### src/rtl/par_clk_switch_ctrl_if.sv
// Control bundle between system configuration / downstream logic, the
// parallel-clock mux, and the par_clk switch sequencer.
interface par_clk_switch_ctrl_if;
  logic       cfg_valid;
  logic [1:0] cfg_mode;
  logic       cfg_ready;
  logic       quiesce_req;
  logic       quiesce_ack;
  logic       mux_clk_sel;
  logic       mux_clk_pdwn;
  logic       mux_reset_n;
  logic       par_clk_rdy;
  logic       link_up;
  logic       fault;
  logic [1:0] fault_code;
  logic       fault_clr;
  logic [2:0] ctrl_state;

  // System / mux / downstream side
  modport master (
    output cfg_valid, cfg_mode, quiesce_ack, par_clk_rdy, fault_clr,
    input  cfg_ready, quiesce_req, mux_clk_sel, mux_clk_pdwn, mux_reset_n,
           link_up, fault, fault_code, ctrl_state
  );

  // Sequencer side
  modport slave (
    input  cfg_valid, cfg_mode, quiesce_ack, par_clk_rdy, fault_clr,
    output cfg_ready, quiesce_req, mux_clk_sel, mux_clk_pdwn, mux_reset_n,
           link_up, fault, fault_code, ctrl_state
  );
endinterface

### src/rtl/par_clk_switch_ctrl.sv
// Sequencer for parallel-clock mode changes: quiesce downstream, reprogram
// the mux, pulse its reset and wait for ready, with timeouts into FAULT.
module par_clk_switch_ctrl #(
  parameter int unsigned HOLD_CYC     = 16,
  parameter int unsigned QACK_TIMEOUT = 256,
  parameter int unsigned RDY_TIMEOUT  = 4096,
  parameter int unsigned CNT_W        = 13
) (
  input  logic                 par_clk,
  input  logic                 clk_reset_n,
  par_clk_switch_ctrl_if.slave bus
);

  typedef enum logic [2:0] {
    MUX_RST  = 3'd0,
    WAIT_RDY = 3'd1,
    RUN      = 3'd2,
    QUIESCE  = 3'd3,
    FAULT    = 3'd4
  } state_t;

  // Counter value on the last cycle of each timed state
  localparam logic [CNT_W-1:0] HOLD_LAST = CNT_W'(HOLD_CYC - 1);
  localparam logic [CNT_W-1:0] QACK_LAST = CNT_W'(QACK_TIMEOUT - 1);
  localparam logic [CNT_W-1:0] RDY_LAST  = CNT_W'(RDY_TIMEOUT - 1);

  state_t           state;
  logic [CNT_W-1:0] cnt;
  logic [1:0]       cur_mode;
  logic [1:0]       new_mode;
  logic [1:0]       req_mode;

  // Mode to {mux_clk_sel, mux_clk_pdwn}; reserved mode behaves as both dies
  function automatic logic [1:0] mode_map(input logic [1:0] m);
    case (m)
      2'b01:   mode_map = 2'b01;
      2'b10:   mode_map = 2'b11;
      default: mode_map = 2'b00;
    endcase
  endfunction

  // Reserved request mode folds to both dies at acceptance
  assign req_mode = (bus.cfg_mode == 2'b11) ? 2'b00 : bus.cfg_mode;

  assign bus.ctrl_state = state;

  // Sequencer state, counter and registered outputs
  always_ff @(posedge par_clk or negedge clk_reset_n) begin
    if (!clk_reset_n) begin
      state            <= MUX_RST;
      cnt              <= '0;
      cur_mode         <= 2'b00;
      new_mode         <= 2'b00;
      bus.mux_reset_n  <= 1'b0;
      bus.mux_clk_sel  <= 1'b0;
      bus.mux_clk_pdwn <= 1'b0;
      bus.quiesce_req  <= 1'b0;
      bus.link_up      <= 1'b0;
      bus.fault        <= 1'b0;
      bus.fault_code   <= 2'b00;
      bus.cfg_ready    <= 1'b0;
    end else begin
      cnt <= cnt + CNT_W'(1);
      case (state)
        MUX_RST: begin
          if (cnt == HOLD_LAST) begin
            bus.mux_reset_n <= 1'b1;
            state           <= WAIT_RDY;
            cnt             <= '0;
          end
        end
        WAIT_RDY: begin
          if (bus.par_clk_rdy) begin
            bus.link_up     <= 1'b1;
            bus.quiesce_req <= 1'b0;
            bus.cfg_ready   <= 1'b1;
            state           <= RUN;
            cnt             <= '0;
          end else if (cnt == RDY_LAST) begin
            bus.fault       <= 1'b1;
            bus.fault_code  <= 2'b10;
            bus.quiesce_req <= 1'b0;
            state           <= FAULT;
            cnt             <= '0;
          end
        end
        RUN: begin
          bus.cfg_ready <= bus.par_clk_rdy;
          if (!bus.par_clk_rdy) begin
            bus.fault      <= 1'b1;
            bus.fault_code <= 2'b11;
            bus.link_up    <= 1'b0;
            bus.cfg_ready  <= 1'b0;
            state          <= FAULT;
            cnt            <= '0;
          end else if (bus.cfg_valid && bus.cfg_ready && (req_mode != cur_mode)) begin
            new_mode        <= req_mode;
            bus.quiesce_req <= 1'b1;
            bus.link_up     <= 1'b0;
            bus.cfg_ready   <= 1'b0;
            state           <= QUIESCE;
            cnt             <= '0;
          end
        end
        QUIESCE: begin
          if (bus.quiesce_ack) begin
            cur_mode                           <= new_mode;
            {bus.mux_clk_sel, bus.mux_clk_pdwn} <= mode_map(new_mode);
            bus.mux_reset_n                    <= 1'b0;
            state                              <= MUX_RST;
            cnt                                <= '0;
          end else if (cnt == QACK_LAST) begin
            bus.fault       <= 1'b1;
            bus.fault_code  <= 2'b01;
            bus.quiesce_req <= 1'b0;
            state           <= FAULT;
            cnt             <= '0;
          end
        end
        FAULT: begin
          if (bus.fault_clr) begin
            bus.fault                          <= 1'b0;
            bus.fault_code                     <= 2'b00;
            {bus.mux_clk_sel, bus.mux_clk_pdwn} <= mode_map(cur_mode);
            bus.mux_reset_n                    <= 1'b0;
            state                              <= MUX_RST;
            cnt                                <= '0;
          end
        end
        default: begin
          bus.mux_reset_n <= 1'b0;
          state           <= MUX_RST;
          cnt             <= '0;
        end
      endcase
    end
  end

endmodule

### src/flat_wrapper.sv
// flat-port wrapper written by rule: the top's interface ports become plain ports
module par_clk_switch_ctrl_flat 
#(
  parameter int unsigned HOLD_CYC     = 16,
  parameter int unsigned QACK_TIMEOUT = 256,
  parameter int unsigned RDY_TIMEOUT  = 4096,
  parameter int unsigned CNT_W        = 13
)
  (par_clk, clk_reset_n, bus_cfg_valid, bus_cfg_mode, bus_quiesce_ack, bus_par_clk_rdy, bus_fault_clr, bus_cfg_ready, bus_quiesce_req, bus_mux_clk_sel, bus_mux_clk_pdwn, bus_mux_reset_n, bus_link_up, bus_fault, bus_fault_code, bus_ctrl_state);
  par_clk_switch_ctrl_if bus_i ();
  input  logic par_clk;
  input  logic clk_reset_n;
  input wire logic [$bits(bus_i.cfg_valid)-1:0] bus_cfg_valid;
  input wire logic [$bits(bus_i.cfg_mode)-1:0] bus_cfg_mode;
  input wire logic [$bits(bus_i.quiesce_ack)-1:0] bus_quiesce_ack;
  input wire logic [$bits(bus_i.par_clk_rdy)-1:0] bus_par_clk_rdy;
  input wire logic [$bits(bus_i.fault_clr)-1:0] bus_fault_clr;
  output wire logic [$bits(bus_i.cfg_ready)-1:0] bus_cfg_ready;
  output wire logic [$bits(bus_i.quiesce_req)-1:0] bus_quiesce_req;
  output wire logic [$bits(bus_i.mux_clk_sel)-1:0] bus_mux_clk_sel;
  output wire logic [$bits(bus_i.mux_clk_pdwn)-1:0] bus_mux_clk_pdwn;
  output wire logic [$bits(bus_i.mux_reset_n)-1:0] bus_mux_reset_n;
  output wire logic [$bits(bus_i.link_up)-1:0] bus_link_up;
  output wire logic [$bits(bus_i.fault)-1:0] bus_fault;
  output wire logic [$bits(bus_i.fault_code)-1:0] bus_fault_code;
  output wire logic [$bits(bus_i.ctrl_state)-1:0] bus_ctrl_state;
  assign bus_i.cfg_valid = bus_cfg_valid;
  assign bus_i.cfg_mode = bus_cfg_mode;
  assign bus_i.quiesce_ack = bus_quiesce_ack;
  assign bus_i.par_clk_rdy = bus_par_clk_rdy;
  assign bus_i.fault_clr = bus_fault_clr;
  assign bus_cfg_ready = bus_i.cfg_ready;
  assign bus_quiesce_req = bus_i.quiesce_req;
  assign bus_mux_clk_sel = bus_i.mux_clk_sel;
  assign bus_mux_clk_pdwn = bus_i.mux_clk_pdwn;
  assign bus_mux_reset_n = bus_i.mux_reset_n;
  assign bus_link_up = bus_i.link_up;
  assign bus_fault = bus_i.fault;
  assign bus_fault_code = bus_i.fault_code;
  assign bus_ctrl_state = bus_i.ctrl_state;
  par_clk_switch_ctrl #(.HOLD_CYC(HOLD_CYC), .QACK_TIMEOUT(QACK_TIMEOUT), .RDY_TIMEOUT(RDY_TIMEOUT), .CNT_W(CNT_W)) u_core (.par_clk(par_clk), .clk_reset_n(clk_reset_n), .bus(bus_i));
endmodule
### config.mk
export PLATFORM = sky130hd
export DESIGN_NAME = par_clk_switch_ctrl_flat
export DESIGN_NICKNAME = d
export VERILOG_FILES = /design/src/rtl/par_clk_switch_ctrl_if.sv /design/src/rtl/par_clk_switch_ctrl.sv /design/src/flat_wrapper.sv
export SDC_FILE = /design/constraint.sdc
export NUM_CORES = 1
export LEC_CHECK = 0
export ABC_CLOCK_PERIOD_IN_PS = 2800
export CAP_MARGIN = 10
export CORE_ASPECT_RATIO = 1.4
export CORE_MARGIN = 2
export CORE_UTILIZATION = 54
export DETAILED_ROUTE_END_ITERATION = 8
export MAX_ROUTING_LAYER = met4
export PLACE_DENSITY = 0.78
export SLEW_MARGIN = 20
export SYNTH_ARGS = -nofsm -noshare
export SYNTH_HDL_FRONTEND = slang
export SYNTH_SLANG_ARGS = --single-unit
### constraint.sdc
create_clock -name par_clk -period 2.8 [get_ports par_clk]
set_clock_uncertainty 0.15 [all_clocks]
set_input_delay 0.28 -clock par_clk [delete_from_list [all_inputs] [get_ports par_clk]]
set_output_delay 0.28 -clock par_clk [all_outputs]
set_load 0.01 [all_outputs]
# [Yosys cells after proc, flatten, opt, wreduce, memory -nomap -nowiden]
# Cells that the tools add are included.
[op_classes] bitwise_logic=1 n_reduce_logical=17 n_eq_ne=27 mux=58 addsub=1
[ops] op="$mux 13" n=8
[ops] op="$pmux 13 s5" n=1
[ops] op="$mux 3" n=8
[ops] op="$mux 1" n=23
[ops] op="$pmux 3 s5" n=1
[ops] op="$mux 2" n=7
[ops] op="$ne 2x2->1 const B" n=7
[ops] op="$add 13x1->13 const B" n=1
[ops] op="$eq 13x12->1 const B" n=1
[ops] op="$eq 13x4->1 const B" n=1
[ops] op="$eq 13x8->1 const B" n=1
[ops] op="$ne 3x2->1 const B" n=3
[ops] op="$reduce_and 3->1" n=3
[ops] op="$ne 2x1->1 const B" n=4
[ops] op="$pmux 1 s2" n=4
[ops] op="$pmux 1 s4" n=2
[ops] op="$pmux 2 s2" n=2
[ops] op="$pmux 2 s4" n=1
[ops] op="$reduce_and 7->1" n=1
[ops] op="$eq 2x2->1 const B" n=3
[ops] op="$eq 3x2->1 const B" n=2
[ops] op="$reduce_and 6->1" n=1
[ops] op="$reduce_and 5->1" n=1
[ops] op="$eq 2x1->1 const B" n=2
[ops] op="13 further kinds" n=16
[totals] out_inout_bits=12 ff_bits=29 inputBits=8

# [Depth between registers and ports, before layout]
# Gate-level depths: netlist (run 1).
[depth] ltp_word=7 ltp_mapped=7 depth_no_buf=6

# [Worst setup path after synthesis (run 1)]
# OpenSTA, ideal clock, no wires.
[synth_timing] kind="register to register" start="register u_core.cnt[0]" end="register u_core.cnt[9]" arrival_time_ns=1.945 setup_ns=0.119 slack_ns=0.586 stages_incl_launch_ff=8 synth_period_minus_slack_ns=2.214 path_cell_list="dfrtp_1 ha_1 nand3_1 o41ai_2 o32ai_2 a311oi_4 buf_6 nor2_2"
[synth_via] elab_chain_cells=4 elab_cells_between_ends=13 classes_between="add/sub: 1; eq/ne: 3; mux: 9"
[synth_lines] element="from (decl)" line_no="par_clk_switch_ctrl.sv:28" source="logic [CNT_W-1:0] cnt;"
[synth_lines] element="from (signal assigned)" line_no="par_clk_switch_ctrl.sv:63" source="cnt <= cnt + CNT_W'(1);"
[synth_lines] element="$add 13x1->13, or another cell as far along" line_no="par_clk_switch_ctrl.sv:63"
[synth_lines] element="$mux 13 (on tied branches)" line_no="par_clk_switch_ctrl.sv:112, par_clk_switch_ctrl.sv:79, par_clk_switch_ctrl.sv:96"
[synth_lines] element="$mux 13 (on tied branches)" line_no="par_clk_switch_ctrl.sv:106, par_clk_switch_ctrl.sv:73, par_clk_switch_ctrl.sv:89"
[synth_lines] element="$pmux 13 s5 (*)" line_no="par_clk_switch_ctrl.sv:64" source="case (state)"
# Every way passes the cells marked *; elsewhere a longest branch is shown, timed or not.
# A chain may end at the register's enable or synchronous reset.

# [Worst setup path after layout (run 1)]
[layout_timing] start="register u_core.cnt[0]" end="register u_core.cnt[8]"
# Same word-level chain as after synthesis.

==> flow_summary.ini, run 1 <==
[cells_and_area]
fillers = 241
fin_area_sq_um = 1890
drive_above_1_share_pct = 16.1
fin_util_pct = 67.1
num_antenna_cells = 0
final_cell_mix = 29 x dfrtp_1, 19 x clkdlybuf4s50_1, 11 x nand3_1, 11 x inv_1, 10 x nor2_2
layout-area-overhead-vs-synth_pct = 19.2
layout_commonest_cell = dfrtp_1
layout.nets = 190
fin_cells = 217

[clocking]
post_cts_buffers = 0
post_cts_resized = 0
clk_transition_reported_paths_ns = 0.06
tritoncts = done
insertion_delay_ns = 0.28
cts-root-buf = clkbuf_8
hold_buffers = 0
cts_buffers = 5
htree_levels = 2
clk_path_buf_depth = 2
clock-sinks = 29

[min_path]
hp-class = in2async

[timing]
fmax_mhz = 407
maxSlewViolCount = 0
tightest_slew_ns = 0.590
max-slew-margin-rel_pct = 60.7
final-hold-violation-count = 0
setup_viol_count_final = 0
finalCritPeriodShare_pct = 87.8
finalCriticalPeriod_ns = 2.46
tns_ns = 0
rsz0062_at_grt = no

[yosys]
syn_inst = 156
ys_types = 44
synth_top_flop_cell = dfrtp_1
synthArstFlopShare_pct = 100
syn-num-nets = 167
synth_enable_flop_cells = 0
avgSynthCellArea_sq_um = 10.2
synth_warnings = 0
ys_seq_area_share_pct = 45.7
synth_seq_cells = 29
syn_area_sq_um = 1590

[drt]
final_antenna_net_count = 0
via_per_inst = 5.77
routed_wl_microns = 3320
num_vias = 1253
drt-wirelength-per-cell_microns = 15.3
firstDrtPassIters = 4
initialDrtViolationCount = 37
drc_errors = 0

[critical_path]
startpoint = u_core.cnt[0]$_DFF_PN0_
cp-end-kind = register
rr_startpoint = u_core.cnt[0]$_DFF_PN0_
critPathCapture = u_core.cnt[8]$_DFF_PN0_
cp-start-kind = register
worstPathRequired_ns = 2.81
path_class = reg2reg
r2r_cells = 7
arrival_ns = 2.46
timing.reg2reg.setup_slack_ns = 0.34
cp_max_fo = 13
reg2reg_to = u_core.cnt[8]$_DFF_PN0_

[global_routing]
grt_pass1_wl_microns = 5700
top_usage_layer = met2
grt_start_max_net_pins = 30
grtUsageTotal_pct = 23.7
use_met2_pct = 39.3
grt_remaining_overflow = 0
use_met3_pct = 5.46
grtUsageMet1_pct = 26.2
grt_pass1_vias = 1247
antenna_found_initial = 0

[die]
start_util_pct = 56.3
die_h_microns = 68.2
dieArea_sq_um = 3400
core-area_sq_um = 2820
die_x_microns = 49.8
io-pin-count = 20
rows = 23

[outcome]
status = finished, final reports clean

[power]
power_leakage_nw = 0.815
cellPowerDensity_nw_per_um2 = 934
peakVddDrop_mv = 0.737
power_mw = 1.77

[placed_design]
placedInstanceArea_sq_um = 1810
io_buffers = 19
gp_congestion = 0.939
numPlacedInstances = 209
hpwl_microns = 2490

[job]
maxCapViolations = 0
[cell type report]
type	count	area (sq um)	area share [%]
multi-input combinational	111	795	42.0
sequential	29	726	38.3
tap	37	46.3	2.45
inverter	11	41.3	2.18
timing repair buffer	21	205	10.8
clock buffer	8	80.1	4.23
[per-layer routing]
layer,part of all wire [%],vias up
met4,2.8,0
met5,0,-
met2,53,30
met3,3.6,8
met1,41,612
li1,-,603
[how the worst min path moves through the flow]
stage | to
global route | u_core.bus.ctrl_state[1]$_DFFE_PN0P_
detailed placement | u_core.bus.fault$_DFFE_PN0P_
global placement | u_core.cnt[0]$_DFF_PN0_
CTS | u_core.cnt[7]$_DFF_PN0_
finish | u_core.cnt[7]$_DFF_PN0_
floorplan | u_core.bus.cfg_ready$_DFFE_PN0P_
[worst max-delay path: stages, from the launching register on]
cell      delay (ns)
dfrtp_1         0.40
ha_1            0.23
nand3_1         0.22
o41ai_2         0.51
o32ai_2         0.21
a311oi_4        0.28
buf_4           0.27
a21oi_1         0.07
[synthesized netlist by cell type (2+ instances only)]
cell type	instances	share of area, %
nor2_2	10	3.9
inv_1	11	2.6
dfrtp_1	29	46
nor3_1	6	1.9
nand4_1	3	1.2
nand2_1	9	2.1
nor2b_1	3	1.2
nand3_1	11	3.5
xnor2_1	6	3.3
nor2_1	8	1.9
a21oi_1	4	1.3
ha_1	3	2.4
o22ai_1	2	0.79
xor2_1	4	2.2
nor4bb_1	2	1.3
mux2i_1	2	1.3
o21ai_0	9	2.8
mux2_2	2	1.4
clkbuf_1	4	0.95
nand2b_1	3	1.2
or4_1	2	0.95
[power by group]
group	switching [mW]	internal [mW]	leakage (nW)
registers	0.140	0.544	0.367
logic	0.383	0.379	0.409
clock network	0.147	0.176	0.0395
total	0.670	1.10	0.815
[state kept, by name (all words and copies together) (netlist names)]
register                 count
u_core.bus.mux_clk_pdwn      1
u_core.cur_mode              2
u_core.bus.fault_code        2
u_core.bus.cfg_ready         1
u_core.cnt                  13
u_core.bus.mux_clk_sel       1
u_core.bus.ctrl_state        3
u_core.bus.fault             1
u_core.bus.mux_reset_n       1
u_core.new_mode              2
u_core.bus.quiesce_req       1
u_core.bus.link_up           1
[per-stage QoR]
step           hold slack, ns  worst slack, ns
3_3_place_gp            0.325            0.400
3_5_place_dp            0.330            0.319
5_1_grt                 0.271            0.214
4_1_cts                 0.243            0.359
6_report                0.234            0.342
2_1_floorplan          -0.166            0.586
[cell families (layout without fill, tap and decap cells)]
logic type / after synthesis / count (layout) / synth area share (%)
compound gates: 30 / 30 / 15.0
buf+inv: 16 / 40 / 4.26
simple gates: 64 / 64 / 24.5
xor+xnor: 10 / 10 / 5.52
flops: 29 / 29 / 45.7
fa+ha+maj: 3 / 3 / 2.36
mux: 4 / 4 / 2.68
No activity file was read; power rests on OpenSTA's default activity.
==> run 2, diff against run 1 <==
--- a/config.mk
+++ b/config.mk
@@ -5,7 +5,7 @@
 export SDC_FILE = /design/constraint.sdc
 export NUM_CORES = 1
 export LEC_CHECK = 0
-export ABC_CLOCK_PERIOD_IN_PS = 2800
+export ABC_CLOCK_PERIOD_IN_PS = 2700
 export CAP_MARGIN = 10
 export CORE_ASPECT_RATIO = 1.4
 export CORE_MARGIN = 2
==> constraint.sdc (replaced) <==
create_clock -name par_clk -period 2.7 [get_ports par_clk]
set_clock_uncertainty 0.15 [all_clocks]
set_input_delay 0.27 -clock par_clk [delete_from_list [all_inputs] [get_ports par_clk]]
set_output_delay 0.27 -clock par_clk [all_outputs]
set_load 0.01 [all_outputs]
==> run 2 against run 1 <==
Compared with the run above:
- non-clock buffer count is the same
- sequential cell count is the same
- combinational power grew 4.5%
- register-to-register slack lost 0.11 ns
- worst setup slack lost 0.11 ns
- global-route usage is essentially flat
- critical path depth is the same
- utilization grew 0.22 points
- sequential power grew 4.2%
- first-iteration DRC count grew 16%
- critical path type unchanged
==> flow_summary.ini, run 2 (synthesized netlist as in run 1, its figures left out) <==
[outcome]
status = finished, final reports clean

[clocking]
cts-root-buf = clkbuf_8
hold_buffers = 0
clk_transition_reported_paths_ns = 0.06
insertion_delay_ns = 0.28
cts_buffers = 5
post_cts_resized = 0
clock-sinks = 29
clk_path_buf_depth = 2
htree_levels = 2
post_cts_buffers = 0
tritoncts = done

[critical_path]
cp_slowest_cell = o41ai_2
crit_chain = ha_1 > nand3_1 > o41ai_2 > o32ai_2 > a311oi_4 > buf_4 > a21oi_1
arrival_ns = 2.47
cp_top_family = compound AO/OA/AOI/OAI gates
path_buf_inv = 1
cp-end-kind = register
slowest_delay_ns = 0.52
rr_startpoint = u_core.cnt[0]$_DFF_PN0_
path_class = reg2reg
r2r_cells = 7
cp_max_fo = 13
timing.reg2reg.setup_slack_ns = 0.23
reg2reg_to = u_core.cnt[8]$_DFF_PN0_
worstPathRequired_ns = 2.71
cp-start-kind = register

[drt]
wl_met2_microns = 1800
via_per_inst = 5.81
routed.top_layer = met4
num_vias = 1256
met3WireLength_microns = 133
wl_met1_microns = 1380
initialDrtViolationCount = 43
routed_wl_microns = 3400
firstDrtPassIters = 4
final_antenna_net_count = 0
drc_errors = 0
drt-wirelength-per-cell_microns = 15.7

[global_routing]
grt_pass1_vias = 1275
grtUsageTotal_pct = 23.7
antenna_found_initial = 0
grt_remaining_overflow = 0
grt_start_max_net_pins = 30
grt_pass1_wl_microns = 5740

[cells_and_area]
max_flop_register = u_core.cnt
fin_area_sq_um = 1900
drive_above_1_share_pct = 16.8
regArea_sq_um = 726
final_cell_mix = 29 x dfrtp_1, 19 x clkdlybuf4s50_1, 11 x nand3_1, 11 x inv_1, 10 x nor2_2
layout_commonest_cell = dfrtp_1
fin_util_pct = 67.3
layout-area-overhead-vs-synth_pct = 19.6
multi_input_area_sq_um = 795
fin_cells = 216
num_antenna_cells = 0
largest_reg_flops = 13
fillers = 240
layout.nets = 190

[power]
power_leakage_nw = 0.820
cellPowerDensity_nw_per_um2 = 982
peakVddDrop_mv = 0.767

[die]
core-area_sq_um = 2820
die_x_microns = 49.8
rows = 23
io-pin-count = 20
die_h_microns = 68.2
dieArea_sq_um = 3400
start_util_pct = 56.3

[placed_design]
gp_congestion = 0.948
placedInstanceArea_sq_um = 1810
hpwl_microns = 2540
io_buffers = 19
numPlacedInstances = 209

[min_path]
hp-class = in2async

[timing]
final-hold-violation-count = 0
tns_ns = 0
rsz0062_at_grt = no
setup_viol_count_final = 0
tightest_slew_ns = 0.611
fmax_mhz = 406
finalCritPeriodShare_pct = 91.3
max-slew-margin-rel_pct = 59.3
finalCriticalPeriod_ns = 2.47
maxSlewViolCount = 0
whs_ns = 0.224

[job]
maxCapViolations = 0
## run 2: through the flow
stage	total power, mW	setup WS [ns]
6_report	1.87	0.235
5_1_grt	1.99	0.0945
4_1_cts	1.87	0.244
3_5_place_dp	1.51	0.212
3_3_place_gp	1.48	0.304
2_1_floorplan	1.22	0.486
## run 2: worst register-to-register path: cells and delay by family, from the launching register on
kind,cells,cell delay (ns)
AO/OA/AOI/OAI,4,1.10
adder cells (fa/ha/maj),1,0.22
buffers and inverters,1,0.27
flip-flops,1,0.41
AND/OR/NAND/NOR,1,0.21
## run 2: area by class of cell
class / count / area share, %
multi-input cells: 111 / 41.8
flip-flops and latches: 29 / 38.2
repair buffers: 21 / 10.8
clock buffers: 7 / 4.55
well taps: 37 / 2.44
inverters: 11 / 2.17
## run 2: worst max path at each step
stage	start	slack, ns	end	cells after the start
after global placement	bus_cfg_mode[1]	0.30	u_core.new_mode[0]$_DFFE_PN0P_	6
after global routing	u_core.cnt[0]$_DFF_PN0_	0.09	u_core.cnt[1]$_DFF_PN0_	7
after floorplan	u_core.cnt[0]$_DFF_PN0_	0.49	u_core.cnt[9]$_DFF_PN0_	7
after CTS	u_core.cnt[0]$_DFF_PN0_	0.24	u_core.cnt[8]$_DFF_PN0_	7
final	u_core.cnt[0]$_DFF_PN0_	0.23	u_core.cnt[8]$_DFF_PN0_	7
after detailed placement	bus_cfg_mode[1]	0.21	u_core.new_mode[0]$_DFFE_PN0P_	6
## run 2: power by group
group	internal [mW]	switching (mW)	total (mW)	leakage [nW]
Sequential	0.564	0.149	0.713	0.367
Clock	0.202	0.154	0.356	0.0443
Combinational	0.394	0.403	0.797	0.409
## run 2: routing by layer
metal	vias up	GRT usage, %
li1	603	-
met1	610	26.1
met2	35	40.2
met3	8	5.24
met4	0	13.2
met5	-	-
